## src/rtl/cla_pkg.sv

```systemverilog
// Shared constants, stage-count helper and pipeline stage payload for the
// pipelined carry-lookahead adder/subtractor.
package cla_pkg;

  localparam int unsigned CLA_WIDTH = 16;
  localparam int unsigned CLA_GROUP = 4;
  localparam int unsigned CLA_GPS   = 2;
  localparam int unsigned CLA_MAX_W = 64;

  function automatic int unsigned cla_nstage(input int unsigned w, input int unsigned g,
                                             input int unsigned gps);
    return w / (g * gps);
  endfunction

  // Operands travel unshifted; each stage fills its slice of sum and forwards its carry.
  typedef struct packed {
    logic [CLA_MAX_W-1:0] a;
    logic [CLA_MAX_W-1:0] b;
    logic [CLA_MAX_W-1:0] sum;
    logic                 carry;
    logic                 valid;
  } cla_stage_t;

endpackage

```

## src/rtl/cla_group.sv

```systemverilog
// GROUP-bit full carry-lookahead block: every carry is a flat sum of
// generate/propagate products, no ripple inside the group.
module cla_group #(
  parameter int unsigned GROUP = 4
) (
  input  logic [GROUP-1:0] a,
  input  logic [GROUP-1:0] b,
  input  logic             cin,
  output logic [GROUP-1:0] s,
  output logic             cout,
  output logic             c_msb
);

  logic [GROUP-1:0] p;
  logic [GROUP-1:0] g;
  logic [GROUP:0]   c;
  logic             pp;

  always_comb begin
    p  = a ^ b;
    g  = a & b;
    c  = '0;
    pp = 1'b0;
    c[0] = cin;
    for (int i = 0; i < int'(GROUP); i++) begin
      c[i+1] = g[i];
      pp     = p[i];
      for (int j = i - 1; j >= 0; j--) begin
        c[i+1] = c[i+1] | (pp & g[j]);
        pp     = pp & p[j];
      end
      c[i+1] = c[i+1] | (pp & cin);
    end
  end

  assign s     = p ^ c[GROUP-1:0];
  assign cout  = c[GROUP];
  assign c_msb = c[GROUP-1];

endmodule

```

## src/rtl/cla_addsub_pipe.sv

```systemverilog
// Pipelined CLA adder/subtractor: GPS lookahead groups per stage, carry
// registered between stages, valid/ready stream handshake, carry/ovf/zero flags.
module cla_addsub_pipe
  import cla_pkg::*;
#(
  parameter int unsigned WIDTH = CLA_WIDTH,
  parameter int unsigned GROUP = CLA_GROUP,
  parameter int unsigned GPS   = CLA_GPS
) (
  input  logic             clk,
  input  logic             rst,
  input  logic             in_valid,
  output logic             in_ready,
  input  logic [WIDTH-1:0] a,
  input  logic [WIDTH-1:0] b,
  input  logic             cin,
  input  logic             sub,
  output logic             out_valid,
  input  logic             out_ready,
  output logic [WIDTH-1:0] sum,
  output logic             cout,
  output logic             ovf,
  output logic             zero
);

  localparam int unsigned SW     = GROUP * GPS;
  localparam int unsigned NSTAGE = cla_nstage(WIDTH, GROUP, GPS);

  if (GROUP < 1 || GPS < 1 || (WIDTH % SW) != 0 || WIDTH > CLA_MAX_W) begin : g_bad_cfg
    $fatal(1, "cla_addsub_pipe: WIDTH must be a multiple of GROUP*GPS and fit the stage payload");
  end

  cla_stage_t       stg0;
  cla_stage_t       stg_in [NSTAGE];
  cla_stage_t       stg_d  [NSTAGE];
  cla_stage_t       stg_q  [NSTAGE];
  logic [NSTAGE-1:0] cmsb;
  logic             adv;
  logic [WIDTH-1:0] sum_w;
  logic             ovf_d, ovf_q;
  logic             zero_d, zero_q;
  logic             unused_bits;

  // Whole pipeline advances only when the output slot is free or being drained.
  assign adv      = ~stg_q[NSTAGE-1].valid | out_ready;
  assign in_ready = adv;

  always_comb begin
    stg0       = '0;
    stg0.a     = CLA_MAX_W'(a);
    stg0.b     = CLA_MAX_W'(b ^ {WIDTH{sub}});
    stg0.carry = cin ^ sub;
    stg0.valid = in_valid;
  end

  for (genvar k = 0; k < int'(NSTAGE); k++) begin : g_stage
    localparam int unsigned OFF = k * SW;
    logic [SW-1:0] a_sl, b_sl, s_sl;
    logic [GPS:0]  gc;
    logic [GPS-1:0] gmsb;
    cla_stage_t    d, q;

    if (k == 0) begin : g_first
      assign stg_in[k] = stg0;
    end else begin : g_next
      assign stg_in[k] = stg_q[k-1];
    end

    assign a_sl  = SW'(stg_in[k].a >> OFF);
    assign b_sl  = SW'(stg_in[k].b >> OFF);
    assign gc[0] = stg_in[k].carry;

    // Groups within a stage chain through their lookahead carry-outs.
    for (genvar j = 0; j < int'(GPS); j++) begin : g_grp
      cla_group #(.GROUP(GROUP)) u_grp (
        .a     (a_sl[j*GROUP +: GROUP]),
        .b     (b_sl[j*GROUP +: GROUP]),
        .cin   (gc[j]),
        .s     (s_sl[j*GROUP +: GROUP]),
        .cout  (gc[j+1]),
        .c_msb (gmsb[j])
      );
    end

    always_comb begin
      d       = stg_in[k];
      d.sum   = stg_in[k].sum | (CLA_MAX_W'(s_sl) << OFF);
      d.carry = gc[GPS];
    end

    assign stg_d[k] = d;
    assign cmsb[k]  = gmsb[GPS-1];

    always_ff @(posedge clk or posedge rst) begin
      if (rst) begin
        q <= '0;
      end else if (adv) begin
        q <= d;
      end
    end

    assign stg_q[k] = q;
  end

  // Flags come from the final stage's carries and completed sum.
  assign sum_w  = WIDTH'(stg_d[NSTAGE-1].sum);
  assign zero_d = ~|sum_w;
  assign ovf_d  = cmsb[NSTAGE-1] ^ stg_d[NSTAGE-1].carry;

  always_ff @(posedge clk or posedge rst) begin
    if (rst) begin
      ovf_q  <= 1'b0;
      zero_q <= 1'b0;
    end else if (adv) begin
      ovf_q  <= ovf_d;
      zero_q <= zero_d;
    end
  end

  assign out_valid = stg_q[NSTAGE-1].valid;
  assign sum       = WIDTH'(stg_q[NSTAGE-1].sum);
  assign cout      = stg_q[NSTAGE-1].carry;
  assign ovf       = ovf_q;
  assign zero      = zero_q;

  assign unused_bits = ^{stg_q[NSTAGE-1].a, stg_q[NSTAGE-1].b, stg_q[NSTAGE-1].sum, cmsb};

endmodule
```

## config.mk

```make
export PLATFORM = sky130hd
export DESIGN_NAME = cla_addsub_pipe
export DESIGN_NICKNAME = d
export VERILOG_FILES = /design/src/rtl/cla_pkg.sv /design/src/rtl/cla_group.sv /design/src/rtl/cla_addsub_pipe.sv
export SDC_FILE = /design/constraint.sdc
export NUM_CORES = 1
export LEC_CHECK = 0
export CORE_MARGIN = 2
export CORE_UTILIZATION = 45
export CTS_BUF_LIST = sky130_fd_sc_hd__clkbuf_8
export CTS_CLUSTER_SIZE = 40
export DETAILED_ROUTE_END_ITERATION = 8
export PLACE_DENSITY = 0.76
export SLEW_MARGIN = 0
export SYNTH_ARGS = -nofsm -noshare
export SYNTH_HDL_FRONTEND = slang
export SYNTH_SLANG_ARGS = --single-unit
```

## constraint.sdc

```tcl
create_clock -name clk -period 6.7 [get_ports clk]
set_input_delay 0.67 -clock clk [delete_from_list [all_inputs] [get_ports clk]]
set_output_delay 0.67 -clock clk [all_outputs]
set_load 0.03 [all_outputs]
```

== Yosys cells after proc, flatten, opt, wreduce, memory -nomap -nowiden ==
Index checks and enable logic that the tools add are counted.
Storage, ports and cells
  bits of input ports: 38
  output and inout port bits: 21
  logic and storage cells: 134
  register bits: 62
Cells by class
  bitwise operators: 122
  reductions and logical operators: 2
Operator list (count)
  $and A1 B1 Y1: 64
  $or A1 B1 Y1: 41
  $xor A4 B4 Y4: 8
  $and A4 B4 Y4: 4
  $or A8 B16 Y16: 1
  $reduce_or A16 Y1: 1
  $xor A16 B16 Y16: 1
  $xor A1 B1 Y1: 2
  $logic_not A1 Y1: 1
  $not A1 Y1: 1

== Logic depth before layout (Yosys ltp) ==
Gate-level depths: netlist of run 1.
  depth in word-level cells: 12
  mapped depth: 11
  mapped depth without buffers: 10

== Modules after synthesis ==
From an unflattened synthesis of run 1, not the netlist that was laid out.
Unflattened totals
  cell total of the unflattened synthesis: 269
  area total of the unflattened synthesis: 2571.2 µm²
Modules (own cells, without submodules)
  cla_addsub_pipe: seq. area each 1151.1 µm², instances 1, cells each 209, area an instance 1995.7 µm²
  cla_group at g_stage[0].g_grp[1].u_grp ...: seq. area each 0.0 µm², instances 3, cells each 14, area an instance 140.1 µm²
  cla_group at g_stage[0].g_grp[0].u_grp: seq. area each 0.0 µm², instances 1, cells each 18, area an instance 155.1 µm²

== Worst setup path after synthesis of run 1 ==
Ideal clock, no wire load.
  path kind: input -> register
  from: input sub
  to: register g_stage[0].q[6] in the netlist's numbering
  stages: 10
  path slack: 3.898 ns
  arrival: 2.721 ns
  library setup time: 0.081 ns
  path through: buf_6 -> buf_2 -> xor2_1 -> ha_1 -> a21o_1 -> a21oi_1 -> nand2_1 -> a21oi_1 -> fa_1 -> a21oi_1
On the way
  cells in the longest elaborated chain, start to end: 8
  elaborated cells on any way between the ends: 17
RTL lines
  start: declaration: line cla_addsub_pipe.sv:17  | input logic sub,
  $xor A16 B16 Y16: line cla_addsub_pipe.sv:51  | stg0.b = CLA_MAX_W'(b ^ {WIDTH{sub}});
  $xor A4 B4 Y4 or $and A4 B4 Y4 (tied branches): line cla_group.sv:20, cla_group.sv:21
  $and A1 B1 Y1, on equally long branches: line cla_group.sv:29, cla_group.sv:30
  $or A1 B1 Y1, or another cell as far along (2 in series): line cla_group.sv:29  | c[i+1] = c[i+1] | (pp & g[j]);
  $or A1 B1 Y1 or $and A1 B1 Y1 (tied branches): line cla_group.sv:29, cla_group.sv:32
  $or A1 B1 Y1: line cla_group.sv:32  | c[i+1] = c[i+1] | (pp & cin);
  $xor A4 B4 Y4 (*): line cla_group.sv:36  | assign s = p ^ c[GROUP-1:0];
  end signal: assignment: line cla_addsub_pipe.sv:96  | q <= '0;
  end signal: assignment: line cla_addsub_pipe.sv:98  | q <= d;
  end: declaration: line cla_addsub_pipe.sv:61  | cla_stage_t d, q;
Mark *: on every way between the ends. The rest lies on a longest branch, timed or not.
A chain may end at the register's enable or synchronous reset.

== Worst setup path after layout of run 1 ==
Ends and elaborated chain as after synthesis.

==> impl_results.md, run 1 <==
- Leakage: about 1.5 nW
- Power Total: slightly above 1 mW
- N_diodes: 0
- CTS clk-pin slew, worst paths: 0.08 ns
- PwrDens: between 300 and 400 nW/µm²
- Final wirelength: ~5200 µm
- Max-slew violations: 0
- Residual DRC: 0
- Final min period: around 3.5 ns
- Total Nets Final: 387
- Worst-Margin Slew: between 1 and 1.5 ns
- Post-CTS setup buffers: 0
- Number of clock sinks: 46
- Die W: 79.37 µm
- Longest Clk Path Bufs: 2
- Site Rows: 27
- Final Hold Fails: 0
- Synth Net Count: between 300 and 400
- Antenna violations before repair: 0
- Final setup viols: 0
- Clk_skew: approximately 0.0063 ns
- Hold-fix buffer count after cts: 0
- Clock root cell: clkbuf_8
- Dpl hpwl: slightly below 4000 µm
- Worst VDD drop: 151.4 µV
- Syn. warnings: 0
- Post-Place Cells: a little under 400
- CP arrival: 3.76 ns
- Max-Cap Viols: 0
- GRT Total Usage: 17.70%
- Vias in the first global route: 1,938
- Via Count: between 2k and 2.5k
- Most frequent cells in the layout: nand2_1 (74), clkdlybuf4s50_1 (58), dfrtp_1 (46), nor2_1 (20), o21ai_0 (17)
- WHS: between 0.4 and 0.5 ns
- GP Congestion: about 0.86
- DP Worst Slack: roughly 2.8 ns
- Pin count of the biggest net entering global routing: 49
- RSZ-0062 raised after global routing: false
- Initial Utilization: around 46%
- WS Path Type: in -> reg
- Worst-path fanout max: 17
- Worst Slack Setup Final: between 3 and 4 ns
- Non-filler cells, final: 400
- Status: complete, no violations
- H-tree depth: 2
- Clock latency on the worst-skew pair: 0.29 ns
- Die ar.: around 6300 µm²
- Gate Count Post-Synth: around 270
- TritonCTS clock tree: yes
- Clock buffer count from CTS: 5
- Pre-antenna DRT Iters: 4
- IO Pins: 59
- Global route overflow: 0
- Area grow syn2layout: 28.19%
- Multi-input logic area: 1324 µm²
- Post-Syn Area: 2556 µm²
- Setup TNS: 0 ns
- Post_cts resized: 0
- Slew HR: a little under a third
- CP Launch Type: input pin
- Worst Path Required: approximately 7 ns
- Yosys cell types: 37
- Sequential cell area: roughly 1200 µm²
- Post-route ant nets: 0
- Tcrit/Tclk final: a little over half
- Wire length of the first global-routing pass: slightly below 9000 µm
- Hold Path Class: reg -> reg
- 1st-iter DRT viols: about 120
- Die Y-Extent: approximately 80 µm
- Most common cell after layout, fill and taps aside: nand2_1
- FF+latch count, synth: 46
- Sequential fraction of the synthesis area: around 45%
- Drt wl/cell: 13.02 µm
- Syn Area/Cell: about 9.4 µm²
- Share of cells above drive strength 1: about 5.8%
- Fill cells: 500
- Setup crit end kind: flip-flop
- Placeable Area: between 5000 and 6000 µm²
- Fmax: between 0.2 and 0.3 GHz
- I/O Buffers: between 50 and 60
- Vias per cell: between 5 and 6
## routing by layer
layer  up-vias  share of wire (%)  track usage, %
met5         -                  0               0
met4         0               0.67           4.483
met3         4                4.4           3.846
met2        51                 52           32.12
met1       947                 43           21.31
li1       1013                  -               -
## final cells by class
cell class,instances,share of cell area [%]
Inverter,9,1.031
Tap cell,72,2.749
Multi-Input combinational cell,207,40.40
Sequential cell,46,35.13
Clock buffer,6,2.520
Timing Repair Buffer,60,18.17
## synthesized netlist by cell type
cell type | number | area (µm²)
o21ba_2 | 1 | 10.01
nor2b_1 | 1 | 6.260
o22a_1 | 1 | 8.760
inv_1 | 8 | 30.03
clkbuf_1 | 9 | 33.78
o21bai_2 | 1 | 11.26
clkinv_1 | 1 | 3.750
nor2_1 | 20 | 75.07
buf_2 | 1 | 5.000
a21oi_1 | 13 | 65.06
nor4_1 | 3 | 18.77
a32o_1 | 2 | 20.02
nand4_1 | 2 | 12.51
or3b_2 | 1 | 8.760
xnor2_1 | 12 | 105.1
o21ai_0 | 17 | 85.08
mux2_2 | 1 | 11.26
a31oi_1 | 2 | 12.51
dfrtp_1 | 46 | 1151
or3_2 | 1 | 7.510
o31ai_1 | 2 | 15.01
xor2_1 | 14 | 122.6
a311oi_2 | 1 | 15.01
ha_1 | 16 | 200.2
buf_6 | 1 | 11.26
a21o_1 | 4 | 30.03
a211oi_2 | 1 | 12.51
a2111oi_4 | 1 | 27.53
or4_1 | 1 | 7.510
fa_1 | 4 | 80.08
nor3_1 | 4 | 20.02
a211oi_1 | 1 | 7.510
nand3_1 | 1 | 5.000
nand2_1 | 74 | 277.8
xor2_2 | 1 | 16.27
nand2b_1 | 3 | 18.77
o21a_1 | 1 | 7.510
## stage by stage
stage | instance area [µm²] | utilization (%)
after floorplan | 2556 | -
after global placement | 3194 | 58.01
after detailed placement | 3194 | 58.01
after CTS | 3277 | 59.51
after global routing | 3277 | 59.51
final | 3277 | 59.51
## flip-flops by register name, indices dropped and copies added, names as in the netlist
name,cells
g_stage.q,26
sum,16
cout,1
out_valid,1
ovf,1
zero,1
## where the power goes
group	switching [mW]	total, mW	internal, mW
sequential	0.0486	0.402	0.353
clock	0.0860	0.166	0.0797
combinational	0.260	0.464	0.204
total	0.394	1.03	0.637
## path summary, 6_finish.rpt
check | startpoint | to | slack [ns] | cells after the start
min in group asynchronous | rst | cout | 0.90 | 2
max | sub | g_stage[0].q[6] | 3.16 | 9
min | sum[1] | sum[1] | 0.47 | 2
min reg2reg | sum[1] | sum[1] | 0.47 | 2
max reg2reg | g_stage[0].q[74] | zero | 3.96 | 10
max in group asynchronous | rst | sum[5] | 5.21 | 2
## worst max-delay path: stages
cell             delay [ns]
clkdlybuf4s50_1        0.95
xor2_1                 0.37
ha_1                   0.38
a21o_1                 0.20
a21oi_1                0.27
nand2_1                0.14
a21oi_1                0.22
fa_1                   0.44
a21oi_1                0.12
## cell families (layout without fill, tap and decap cells)
logic type	Yosys count	in the layout	share of synthesized area, %
buffers and inverters	20	75	3.279
adder cells (fa/ha/maj)	20	20	10.96
flip-flops	46	46	45.03
AND/OR/NAND/NOR	111	111	17.92
multiplexers	1	1	0.4405
XOR/XNOR	27	27	9.545
AO/OA/AOI/OAI	48	48	12.82
Power figures use the tool's default switching activity.
==> run 2: changes to the inputs <==
PLACE_DENSITY = 0.79   (was 0.76)
clock period = 3.2 ns   (was 6.7 ns; I/O delays follow)
==> impl_results.md, run 2 (synthesis results as in run 1) <==
- Status: complete, no violations
- Final Hold Fails: 0 (unchanged)
- Site Rows: 27 (unchanged)
- Fmax: ~0.39 GHz
- Die ar.: 6300 µm² (unchanged)
- CTS clk-pin slew, worst paths: 0.09 ns (about the same)
- Global route overflow: 0 (unchanged)
- TritonCTS clock tree: yes
- Number of clock sinks: 46 (unchanged)
- Met2 usage in global routing: 33.73% (+1.6 points)
- I/O Buffers: 58 (unchanged)
- Total Nets Final: 389 (+0.52%)
- N_diodes: 0 (unchanged)
- Die Y-Extent: 79.37 µm (unchanged)
- Pre-antenna DRT Iters: 4 (unchanged)
- CP arrival: 2.83 ns (-0.93 ns)
- GRT Total Usage: 18.37% (+0.67 points)
- Clock latency on the worst-skew pair: 0.30 ns (about the same)
- Share of cells above drive strength 1: 6.928% (+1.1 points)
- Pin count of the biggest net entering global routing: 48 (-2.0%)
- Most frequent cells in the layout: nand2_1 (74), clkdlybuf4s50_1 (58), dfrtp_1 (46), nor2_1 (20), o21ai_0 (17)
- Longest Clk Path Bufs: 2 (unchanged)
- Tcrit/Tclk final: between 80% and 90%
- Drt wl/cell: 13.10 µm (+0.65%)
- Top reg by flops: g_stage.q
- Residual DRC: 0 (unchanged)
- Setup TNS: 0 ns (unchanged)
- 1st-iter DRT viols: 106 (-12%)
- Final wirelength: 5292 µm (+1.7%)
- Via Count: 2,046 (+1.5%)
- Clk_skew: 0.006961 ns (+0.0006756 ns)
- Wire length of the first global-routing pass: 9142 µm (+4.6%)
- Die W: 79.37 µm (unchanged)
- IO Pins: 59 (unchanged)
- WS Path Type: reg -> reg
- Area grow syn2layout: 30.00%
- Worst-path fanout max: 3 (-14)
- Fill cells: 492 (-1.6%)
- Clock buffer count from CTS: 5 (unchanged)
- Setup crit end kind: flip-flop
- Leakage: 1.503 nW (+1.1%)
- Max-Cap Viols: 0 (unchanged)
- H-tree depth: 2 (unchanged)
- GP Congestion: 0.8468 (-2.0%)
- Worst Path Required: 3.44 ns (-3.48 ns)
- Most common cell after layout, fill and taps aside: nand2_1
- Gr busiest metal: met2
- Clock root cell: clkbuf_8
- Grt met1 use: 21.98% (+0.67 points)
- Hold Path Class: reg -> reg
- PwrDens: 677.0 nW/µm² (+120%)
- Worst-Margin Slew: 0.9248 ns (-0.1152 ns)
- Vias per cell: 5.064 (+0.53%)
- Final setup viols: 0 (unchanged)
- Post_cts resized: 0 (unchanged)
- Placeable Area: 5507 µm² (unchanged)
- Dpl hpwl: 4048 µm (+3.2%)
- Vias in the first global route: 2,071 (+6.9%)
- Post-route ant nets: 0 (unchanged)
- Max-slew violations: 0 (unchanged)
- Util after Layout: 60.35% (+0.84 points)
- Hold-fix buffer count after cts: 0 (unchanged)
- Max reg flops: 26 (unchanged)
- Antenna violations before repair: 0 (unchanged)
- Post-CTS setup buffers: 0 (unchanged)
- Worst VDD drop: 304.0 µV (+100%)
- GR Util met3: 3.054% (-0.79 points)
- Initial Utilization: 46.42% (unchanged)
- Final min period: roughly 2.6 ns
- RSZ-0062 raised after global routing: false
- Slew HR: 38.26% (+7.8 points)
- CP Launch Type: flip-flop
run 2: cell count changes in the layout (fill, tap and decap cells not counted), sizes merged:
cell      change
buf           +2
clkinvlp      +2
bufinv        +1
clkbuf        -1
run 2: path summary, 6_finish.rpt:
check | startpoint | endpoint | slack (ns) | cells after the start
worst min-delay path | g_stage[0].q[0] | out_valid | 0.46 | 1
min in group asynchronous | rst | g_stage[0].q[81] | 0.55 | 2
worst max register to register | g_stage[0].q[74] | zero | 0.61 | 10
worst max-delay path | g_stage[0].q[74] | zero | 0.61 | 10
max in group asynchronous | rst | g_stage[0].q[4] | 2.07 | 2
worst min register to register | g_stage[0].q[0] | out_valid | 0.46 | 1
run 2: area by class of cell:
cell class                 instances  area (µm²)  area share, %
multi-input combinational        207        1324          39.83
clock buffer                       5       68.82          2.071
timing repair buffer              62       610.6          18.37
clock inverter                     3       45.04          1.355
sequential                        46        1151          34.64
inverter                           9       33.78          1.017
tap                               72       90.09          2.711
run 2: worst max-delay path: stages, from the launching register on:
cell and delay (ns):
dfrtp_1 0.43, ha_1 0.32, a211oi_2 0.31, o21bai_2 0.17, nand2_1 0.09, nand2_1 0.06, fa_1 0.37, xnor2_1 0.25
nand4_1 0.14, nor4_1 0.20, a32o_1 0.20
run 2: metal layers:
metal  part of all wire [%]  up-vias
met4                    1.0        0
met3                    4.4        7
met2                     52       55
met5                      0        -
li1                       -     1017
met1                     42      967
run 2: stage by stage:
step	area (µm²)	hold WS [ns]	cells	worst slack [ns]	total power [mW]
global placement	3209	0.4416	396	0.4276	1.809
finish	3323	0.4646	404	0.6094	2.250
floorplan	2556	0.4300	273	0.7482	1.470
global route	3323	0.4955	404	0.4418	2.413
CTS	3323	0.4692	404	0.6065	2.277
detailed placement	3209	0.4479	396	0.3308	1.837
run 2: report_power, final:
group          switching (mW)  leakage (nW)  internal (mW)  total (mW)
combinational           0.547         0.908          0.428       0.975
sequential              0.106         0.545          0.740       0.846
clock                   0.197        0.0504          0.232       0.430
==> RTL change 1 (config.mk and constraints of run 2) <==
Make the reset (`rst`) synchronous in 2 clocked blocks.
--- a/src/rtl/cla_addsub_pipe.sv
+++ b/src/rtl/cla_addsub_pipe.sv
@@ -93,3 +93,3 @@
 
-    always_ff @(posedge clk or posedge rst) begin
+    always_ff @(posedge clk) begin
       if (rst) begin
@@ -109,3 +109,3 @@
 
-  always_ff @(posedge clk or posedge rst) begin
+  always_ff @(posedge clk) begin
     if (rst) begin
Formal check against the unedited RTL: differs if rst is asserted again (counterexample within 4 cycles, from zero or initial values and one cycle with rst high); with rst held inactive, the same outputs for 10 cycles.
==> RTL change 1 against run 2 <==
  * Global-route usage grew 0.27 points
  * Final area shrank 3.1%
  * Sequential cell count is the same
  * Setup slack gained 47 ps
  * Synthesized area shrank 3.1%
  * Final cell count grew 2.0%
  * Wire length grew 3.2%
  * Critical path type unchanged
  * Highest routed layer unchanged
Power is not compared: it rests on default switching activity, and its combinational part moved more than twofold at a synthesized area within 25%.
==> RTL change 1: results (changes against run 2) <==
{| class="wikitable"
! Metric !! Value
|-
| Highest cell delay on the worst timing path || 500 ps (was 430 ps)
|-
| Synth Area in Adders || 11.3% (was 11.0%)
|-
| Area contributors post-synth || sky130_fd_sc_hd__dfxtp_1 37%, sky130_fd_sc_hd__ha_1 8.1%, sky130_fd_sc_hd__nand2_1 7.6% (was sky130_fd_sc_hd__dfrtp_1 45%, sky130_fd_sc_hd__nand2_1 11%, sky130_fd_sc_hd__ha_1 7.8%)
|-
| Worst hold path endpoint || sum[7] (was out_valid)
|-
| Detail Placement HPWL || 4190 um (was 4050 um)
|-
| Fraction of final layout cells with drive strength greater than 1 || 6.76% (was 6.93%)
|-
| Routability Congestion || 0.830 (was 0.847)
|-
| Synthesized-area fraction occupied by xor and xnor cells || 9.95% (was 9.54%)
|-
| Initial detailed-routing violation count || 93 (was 106)
|-
| Synthesized Nets || 344 (was 331)
|-
| Fraction of registers with async set/reset || 0% (was 100%)
|-
| Synth Area in Compound Gates || 20.4% (was 12.8%)
|-
| Vias in the first global route || 2029 (was 2071)
|-
| Number of distinct library cell variants in the gate-level netlist after synthesis || 43 (was 37)
|-
| Outcome || finished clean (unchanged)
|-
| Multiplexer share of the synthesized area || 0% (was 0.441%)
|-
| Cell depth of the worst min-delay path || 2 (was 1)
|-
| Global-route wire length before repair || 9150 um (was 9140 um)
|-
| Final instance count without filler cells || 412 (was 404)
|-
| Number of fill cells in the layout || 509 (was 492)
|-
| Total Power || 1.57 mW
|-
| Launching instance or port of the critical path || g_stage[0].q[77] (was g_stage[0].q[74])
|-
| Headroom to the max-slew limit || 54.4% (was 38.3%)
|-
| Mean area per synthesized cell || 8.66 um^2 (was 9.36 um^2)
|-
| Smallest hold slack || 453 ps (was 465 ps)
|-
| NumNets Final || 397 (was 389)
|-
| Top post-synthesis cells by count || 50 x sky130_fd_sc_hd__nand2_1, 46 x sky130_fd_sc_hd__dfxtp_1, 29 x sky130_fd_sc_hd__a21oi_1 (was 74 x sky130_fd_sc_hd__nand2_1, 46 x sky130_fd_sc_hd__dfrtp_1, 20 x sky130_fd_sc_hd__nor2_1)
|-
| Maximum number of pins on one net before global-route repair || 35 (was 48)
|-
| CP Max Fanout || 4 (was 3)
|-
| Final period utilization || 79.5% (was 81.0%)
|-
| Avg Vias per Cell || 5.22 (was 5.06)
|-
| Portion of the post-synthesis area used by sequential elements || 37.2% (was 45.0%)
|-
| Reg2Reg Capture Point || zero (unchanged)
|}
RTL change 1: cells by family after synthesis:
logic type                 count (synthesis)
and+or+nand+nor                          100
AOI/OAI and AO/OA                         72
DFF                                       46
xor gates and xnor gates                  26
buffers and inverters                     22
adders and majority gates                 20
RTL change 1: layout make-up:
type	count	area, um^2	share of cell area, %
Timing Repair Buffer	62	611	19.0
Tap cell	72	90.1	2.80
Multi-Input combinational cell	218	1470	45.6
Sequential cell	46	921	28.6
Clock inverter	3	40.0	1.24
Inverter	6	22.5	0.699
Clock buffer	5	68.8	2.14
RTL change 1: worst min-delay path: stages, from the launching register on:
cell and delay, ps:
sky130_fd_sc_hd__dfxtp_1 320, sky130_fd_sc_hd__nand2_1 50, sky130_fd_sc_hd__a21oi_1 50
RTL change 1: layer usage:
metal | GRT usage (%) | routed length, um | up-vias
li1 | - | - | 1098
met1 | 22.8 | 2340 | 985
met2 | 32.2 | 2750 | 60
met3 | 4.83 | 292 | 7
met4 | 5.61 | 74 | 0
met5 | 0 | 0 | -
==> RTL change 2 (flow settings as in run 2) <==
Made on the original files. Change the package constant `CLA_GROUP` from 4 to 8.
--- a/src/rtl/cla_pkg.sv
+++ b/src/rtl/cla_pkg.sv
@@ -5,3 +5,3 @@
   localparam int unsigned CLA_WIDTH = 16;
-  localparam int unsigned CLA_GROUP = 4;
+  localparam int unsigned CLA_GROUP = 8;
   localparam int unsigned CLA_GPS   = 2;
Behaviour: not the same (a bounded check fails within 4 cycles, from zero or initial values and one cycle with rst high).
==> RTL change 2 against run 2 <==
  * Final area down 15%
  * Power is 38% lower
  * Sequential cell count shrank 26
  * Setup slack worse by 570 ps
  * Clock power decreased by 56%
  * Synthesized cell count fell by 25%
  * Wire length decreased by 11%
  * Synthesized area decreased by 32%
  * Highest routed layer unchanged
==> RTL change 2: results (changes against run 2) <==
{| class="wikitable"
! Metric !! Value
|-
| Leakage dissipation || 1.31 nW (was 1.50 nW)
|-
| Sw Ratio || 39.5% (was 37.8%)
|-
| Clock buffer count in the final layout || 4 (was 5)
|-
| Clk pin slew, worst setup/hold paths || 70 ps (was 90 ps)
|-
| Clock Skew || 5.38 ps (was 6.96 ps)
|-
| Avg Vias per Cell || 5.16 (was 5.06)
|-
| Total area of sequential cells || 500 um^2 (was 0.00115 mm^2)
|-
| Routability Congestion || 0.796 (was 0.847)
|-
| Routed length on met3 || 159 um (was 233 um)
|-
| Synthesized netlist cell count || 205 (was 273)
|-
| Outcome || finished clean (unchanged)
|-
| Cell count after placement || 339 (was 396)
|-
| Maximum number of pins on one net before global-route repair || 22 (was 48)
|-
| Worst IR Drop VDD || 0.195 mV (was 0.304 mV)
|-
| Clock network latency to the later pin of the worst-skew pair || 260 ps (was 300 ps)
|-
| Power Dens Cells || 489 mW/mm^2 (was 677 mW/mm^2)
|-
| Top delay family on crit path || simple AND/OR/NAND/NOR gates (was adder cells)
|-
| Met3 routing resource usage after global routing || 0.852% (was 3.05%)
|-
| Number of distinct library cell variants in the gate-level netlist after synthesis || 43 (was 37)
|-
| Worst-case setup slack after placement || -569 ps (was 331 ps)
|-
| Multiplexer share of the synthesized area || 1.22% (was 0.441%)
|-
| Non-clock buffer contribution to total cell area || 32.9% (was 18.4%)
|-
| Number of fill cells in the layout || 271 (was 492)
|-
| Area contributors post-synth || sky130_fd_sc_hd__dfrtp_1 29%, sky130_fd_sc_hd__ha_1 12%, sky130_fd_sc_hd__xor2_1 10% (was sky130_fd_sc_hd__dfrtp_1 45%, sky130_fd_sc_hd__nand2_1 11%, sky130_fd_sc_hd__ha_1 7.8%)
|-
| Post-cts resize count || 5 (was 0)
|-
| Initial detailed-routing violation count || 87 (was 106)
|-
| NumNets Final || 364 (was 389)
|-
| Power share of the sequential group || 25.6% (was 37.6%)
|-
| Gr usage total || 21.9% (was 18.4%)
|-
| Routed WL per cell || 13.3 um (was 13.1 um)
|-
| Critical Path Slowest Stage Cell || sky130_fd_sc_hd__clkdlybuf4s50_1 (was sky130_fd_sc_hd__dfrtp_1)
|-
| CP Max Fanout || 2 (was 3)
|-
| Vias in the first global route || 1812 (was 2071)
|-
| Count of standard-cell rows || 22 (was 27)
|-
| Count of buffers not belonging to the clock network in the layout || 104 (was 62)
|}
## RTL change 2: changes by cell type after synthesis, moves of 3 or more
cell and delta:
sky130_fd_sc_hd__o21ai_0 -6, sky130_fd_sc_hd__a21o_1 -3, sky130_fd_sc_hd__nand2_1 -49, sky130_fd_sc_hd__nand3_1 +4, sky130_fd_sc_hd__dfrtp_1 -26, sky130_fd_sc_hd__xnor2_1 -5, sky130_fd_sc_hd__xor2_1 +6, sky130_fd_sc_hd__a21oi_1 +5
sky130_fd_sc_hd__and3_1 +4, sky130_fd_sc_hd__buf_1 +3, sky130_fd_sc_hd__clkbuf_1 -7, sky130_fd_sc_hd__nor4_1 -3
## RTL change 2: final timing paths
check                      endpoint  cells after the start       from  slack [ps]
max                            zero                     15       b[3]          40
max reg2reg                    zero                      9  out_valid        1180
min reg2reg                  sum[7]                      2     sum[7]         470
min                          sum[7]                      2     sum[7]         470
max in group asynchronous    sum[9]                      2        rst        2260
min in group asynchronous   sum[13]                      2        rst         480
